<file path="config.mk">
export PLATFORM = sky130hd
export DESIGN_NAME = bbox_frame_sched
export DESIGN_NICKNAME = d
export VERILOG_FILES = /design/src/rtl/bbox_frame_sched.sv
export SDC_FILE = /design/constraint.sdc
export NUM_CORES = 1
export LEC_CHECK = 0
export ABC_CLOCK_PERIOD_IN_PS = 3390
export CAP_MARGIN = 25
export CORE_ASPECT_RATIO = 1.2
export CORE_MARGIN = 1.5
export CORE_UTILIZATION = 32
export CTS_CLUSTER_SIZE = 24
export DETAILED_ROUTE_END_ITERATION = 10
export PLACE_DENSITY = 0.86
export SYNTH_ARGS = -nofsm -noshare
export SYNTH_HDL_FRONTEND = slang
export SYNTH_SLANG_ARGS = --single-unit
</file>
<file path="constraint.sdc">
create_clock -name clk -period 3.39 [get_ports clk]
set_input_delay 0.5085 -clock clk [delete_from_list [all_inputs] [get_ports clk]]
set_output_delay 0.5085 -clock clk [all_outputs]
set_load 0.05 [all_outputs]
</file>
<file path="src/rtl/bbox_frame_sched.sv">
// Frame sequencer and pixel-RAM read-port arbiter for boundingBox; optional watchdog via BBOX_SCHED_TIMEOUT_EN.
// Latency: frame_ready->bb_start 1 cycle, bb_done->res_valid 1 cycle, host grant->host_ack 1 cycle.
// Backpressure: result held in PRESENT until res_ready; host requests wait while the engine owns the port.
module bbox_frame_sched #(
    parameter int ADDR_W         = 32,
    parameter int DATA_W         = 16,
    parameter int COORD_W        = 11,
    parameter int TIMEOUT_CYCLES = 65535
) (
    input  logic               clk,
    input  logic               rst_n,
    input  logic               frame_ready,
    output logic               frame_release,
    output logic               bb_start,
    input  logic               bb_done,
    input  logic [ADDR_W-1:0]  bb_addr,
    output logic [DATA_W-1:0]  bb_rddata,
    input  logic [COORD_W-1:0] bb_xmin,
    input  logic [COORD_W-1:0] bb_xmax,
    input  logic [COORD_W-1:0] bb_ymin,
    input  logic [COORD_W-1:0] bb_ymax,
    output logic [ADDR_W-1:0]  mem_addr,
    input  logic [DATA_W-1:0]  mem_rddata,
    input  logic               host_req,
    input  logic [ADDR_W-1:0]  host_addr,
    output logic               host_ack,
    output logic [DATA_W-1:0]  host_rddata,
    output logic               res_valid,
    input  logic               res_ready,
    output logic [COORD_W-1:0] res_xmin,
    output logic [COORD_W-1:0] res_xmax,
    output logic [COORD_W-1:0] res_ymin,
    output logic [COORD_W-1:0] res_ymax,
    output logic               res_empty,
    output logic               res_timeout,
    output logic               busy
);

    typedef enum logic [1:0] {
        S_IDLE,
        S_START,
        S_RUN,
        S_PRESENT
    } state_t;

    state_t state, state_nxt;
    logic   host_grant;
    logic   capture;

`ifdef BBOX_SCHED_TIMEOUT_EN
    localparam int CNT_W = $clog2(TIMEOUT_CYCLES + 1);

    logic [CNT_W-1:0] wd_cnt;
    logic             timeout_hit;

    // Counter holds k-1 in the k-th RUN cycle, so the exit fires after exactly TIMEOUT_CYCLES RUN cycles.
    always_ff @(posedge clk or negedge rst_n) begin
        if (!rst_n) begin
            wd_cnt <= '0;
        end else if (state == S_START) begin
            wd_cnt <= '0;
        end else if (state == S_RUN) begin
            wd_cnt <= wd_cnt + 1'b1;
        end
    end

    assign timeout_hit = (state == S_RUN) && !bb_done && (wd_cnt == CNT_W'(TIMEOUT_CYCLES - 1));
`endif

    always_ff @(posedge clk or negedge rst_n) begin
        if (!rst_n) begin
            state <= S_IDLE;
        end else begin
            state <= state_nxt;
        end
    end

    always_comb begin
        state_nxt     = state;
        bb_start      = 1'b0;
        frame_release = 1'b0;
        res_valid     = 1'b0;
        capture       = 1'b0;
        host_grant    = 1'b0;
        mem_addr      = '0;
        bb_rddata     = '0;
        case (state)
            S_IDLE: begin
                // A waiting frame takes the port before the host.
                if (frame_ready) begin
                    state_nxt = S_START;
                end else begin
                    host_grant = host_req;
                end
            end
            S_START: begin
                bb_start  = 1'b1;
                state_nxt = S_RUN;
            end
            S_RUN: begin
                mem_addr  = bb_addr;
                bb_rddata = mem_rddata;
                if (bb_done) begin
                    capture   = 1'b1;
                    state_nxt = S_PRESENT;
                end
`ifdef BBOX_SCHED_TIMEOUT_EN
                else if (timeout_hit) begin
                    state_nxt = S_PRESENT;
                end
`endif
            end
            S_PRESENT: begin
                res_valid  = 1'b1;
                host_grant = host_req;
                if (res_ready) begin
                    frame_release = 1'b1;
                    state_nxt     = S_IDLE;
                end
            end
            default: state_nxt = S_IDLE;
        endcase
        if (host_grant) begin
            mem_addr = host_addr;
        end
    end

    always_ff @(posedge clk or negedge rst_n) begin
        if (!rst_n) begin
            res_xmin <= '0;
            res_xmax <= '0;
            res_ymin <= '0;
            res_ymax <= '0;
        end else if (capture) begin
            res_xmin <= bb_xmin;
            res_xmax <= bb_xmax;
            res_ymin <= bb_ymin;
            res_ymax <= bb_ymax;
        end
`ifdef BBOX_SCHED_TIMEOUT_EN
        else if (timeout_hit) begin
            res_xmin <= '1;
            res_xmax <= '1;
            res_ymin <= '1;
            res_ymax <= '1;
        end
`endif
    end

`ifdef BBOX_SCHED_TIMEOUT_EN
    always_ff @(posedge clk or negedge rst_n) begin
        if (!rst_n) begin
            res_timeout <= 1'b0;
        end else if (capture) begin
            res_timeout <= 1'b0;
        end else if (timeout_hit) begin
            res_timeout <= 1'b1;
        end
    end
`else
    assign res_timeout = 1'b0;
`endif

    // RAM data for a granted host read arrives one cycle after the grant.
    always_ff @(posedge clk or negedge rst_n) begin
        if (!rst_n) begin
            host_ack <= 1'b0;
        end else begin
            host_ack <= host_grant;
        end
    end

    assign host_rddata = host_ack ? mem_rddata : '0;
    assign res_empty   = (res_xmin > res_xmax) || (res_ymin > res_ymax);
    assign busy        = (state != S_IDLE);

endmodule

</file>
==> results by group <==
Route
  – Wire per inst: 18.8 µm
  – DR vias/cell: between 4 and 5
  – Iteration-0 DRC Markers: 89
  – Drt pass-1 iters: 4
  – Final ANT Viol Nets: 0
  – DR vias: 3340
  – Final WL: about 13 mm
  – # DRC: 0

STA
  – Slew Limit Fails: 0
  – Min Tclk post-route: between 3000 and 4000 ps
  – Clock skew: roughly 5.8 ps
  – Fin crit share: 91.6%
  – Final Hold Fails: 0
  – Post-route setup TNS: 0 ps
  – # setup viols final: 0
  – Final setup margin: approximately 280 ps
  – Worst-Margin Slew: around 790 ps
  – Rel. slew slack: a little under half
  – RSZ-0062 raised after global routing: false
  – Fmax: roughly 320 MHz

Global routing
  – Grt total ovfl: 0
  – Gr usage total: 22.0%
  – Largest net degree at the start of global routing: 50
  – Vias in the first global route: ~3400
  – First-pass GRT wire length: around 19 mm
  – Initial antenna violation count: 0

Layout
  – Fin util: a little under 60%
  – Share of cells above drive strength 1: roughly a quarter
  – Antenna Cells: 0
  – Area Overhead vs Synth: 78.8%
  – # fillers: approximately 800
  – Final Instance Count excl. Fillers: between 700 and 800
  – Final net count: ~730

Pwr
  – Overall power: about 0.0069 W
  – P_leak: 2.74 nW
  – Power Density: 1120 nW/µm²
  – Worst VDD drop: 0.000768 V

Floorplan
  – Top-Level Pins: about 250
  – Die X: about 98 µm
  – Die Ht: roughly 120 µm
  – Core ar.: ~11000 µm²
  – Starting density of the core: ~33%
  – Die ar.: about 11000 µm²
  – # rows: a little over 40

Synth
  – Mapped Avg Cell Area: 10.3 µm²
  – Post-synth EDFFs: 0
  – Post-Synthesis Cell Area: between 3000 and 4000 µm²
  – Synth Flop Type: dfrtp_1
  – Syn nets: ~490
  – Synth Instances: roughly 340
  – Seq/Total Area, Yosys: approximately a third
  – Async SR Flop Fraction: 100%
  – Yosys reg bits: 47
  – Cell variety after synth: 36
  – Ys Warns: 0

Critical path
  – Worst path arrival time: approximately 2600 ps
  – CP required: between 2000 and 3000 ps
  – WS Path Type: flip-flop to output pin
  – Worst-path cell chain: ha_1 -> and3_4 -> a221oi_2 -> nand4b_1 -> a22o_1 -> clkdlybuf4s50_1
  – CP Max Fanout: 3
  – Setup crit end kind: output pin
  – Max incr delay on CP: 720 ps
  – Slowest CP cell: clkdlybuf4s50_1
  – Critical path buffers and inverters: 1
  – Crit path max-delay family: buffers and inverters
  – CP Launch Type: flip-flop

Clocking
  – Number of buffers created by CTS: 5
  – Post_cts resized: 0
  – Worst skew pair latency: 290 ps
  – Htree depth: 2
  – CTS Hold Bufs: 0
  – # clock sinks: 47
  – CTS Root Cell: clkbuf_16
  – CTS tree: done
  – CTS max path bufs: 2
  – Clk slew on worst S/H paths: about 70 ps
  – Postcts setup bufs: 0

Outcome
  – Result of the run: completed

Place
  – Buffers on Ports: about 240
  – DP Wirelength: between 10 and 15 mm
  – Final Wtd Congestion: 0.874
  – DP Cell Count: 692
  – Placement Setup Slack: between 300 and 400 ps

Job
  – Max Cap Viol: 0

Worst hold path
  – Hold WC Path Type: input port to async pin
state kept, by name (all words and copies together) (netlist names):
signal    count
res_xmax     11
res_xmin     11
res_ymax     11
res_ymin     11
state         2
host_ack      1
Yosys cell counts, drive strengths merged (2+ instances only):
library cell,number,share of area [%]
clkbuf,4,0.47
nand3b,2,0.43
a21o,3,0.65
dfrtp,47,34
inv,58,6.3
nor3,3,0.58
mux2,44,14
ha,26,9.4
o21ai,36,8.2
nand3,35,8.9
nor2b,4,0.94
and2,33,6.0
nand2,3,0.54
a21oi,10,1.4
nand4,5,0.90
buf,15,4.9
cell usage in the layout, fill, tap and decap left out, types with 2 or more instances in the layout:
cell,Yosys,routed
mux2_2,42,42
a21o_1,3,3
and2_1,33,33
inv_1,58,58
nor3_1,2,2
mux2_1,2,2
nand4_1,5,5
dfrtp_1,47,47
nand3b_1,2,2
buf_12,2,15
o21ai_1,5,5
buf_4,4,17
nand3_2,27,27
clkdlybuf4s50_1,0,213
nor2b_1,3,3
nand2_1,2,2
o21ai_2,28,27
a21oi_1,10,10
nand3_1,8,8
o21ai_0,3,3
clkbuf_16,0,5
ha_1,26,25
path summary, 6_finish.rpt:
check	slack, ps	startpoint	end	depth (start not counted)
hold / removal	210	rst_n	res_ymax[0]	1
hold reg to reg	540	res_xmax[7]	res_xmax[7]	1
setup reg to reg	860	state[0]	res_ymin[2]	5
setup / recovery	280	res_ymin[9]	res_empty	6
min in group clk	540	res_xmax[7]	res_xmax[7]	1
max in group asynchronous	2660	rst_n	res_xmin[2]	2
through the flow:
stage | area, µm² | hold slack (ps)
after floorplan | 3470 | 213
after global placement | 6020 | 520
after detailed placement | 6020 | 528
after CTS | 6170 | 442
after global routing | 6200 | 243
final | 6200 | 209
layout make-up:
| cell class | instances | area [µm²] | share of cell area [%] |
|---|---|---|---|
| timing repair buffer | 247 | 2590 | 41.8 |
| clock buffer | 6 | 139 | 2.24 |
| clock inverter | 2 | 13.8 | 0.222 |
| tap | 129 | 161 | 2.60 |
| inverter | 58 | 218 | 3.51 |
| sequential | 47 | 1180 | 19.0 |
| multi-input combinational | 212 | 1900 | 30.6 |
cells by family after synthesis:
logic type | after synthesis | synth area share, %
fa+ha+maj | 26 | 9.38
buf+inv | 77 | 11.6
mux | 44 | 14.3
simple gates | 88 | 19.2
flops | 47 | 33.9
other cells | 1 | 0.108
compound gates | 53 | 11.5
power breakdown:
part	leakage [nW]	internal (W)	switching (W)
combinational	2.10	0.00198	0.00333
clock	0.0772	0.000295	0.000212
sequential	0.559	0.000851	0.000276
total	2.74	0.00313	0.00382
routing by layer:
layer	GRT usage [%]	vias to the layer above	part of all wire (%)
met5	0	-	0
met4	5.14	0	1.4
met3	8.49	11	11
met2	36.0	182	46
met1	27.5	1551	42
li1	-	1596	-
(Power assumes the default switching activity.)
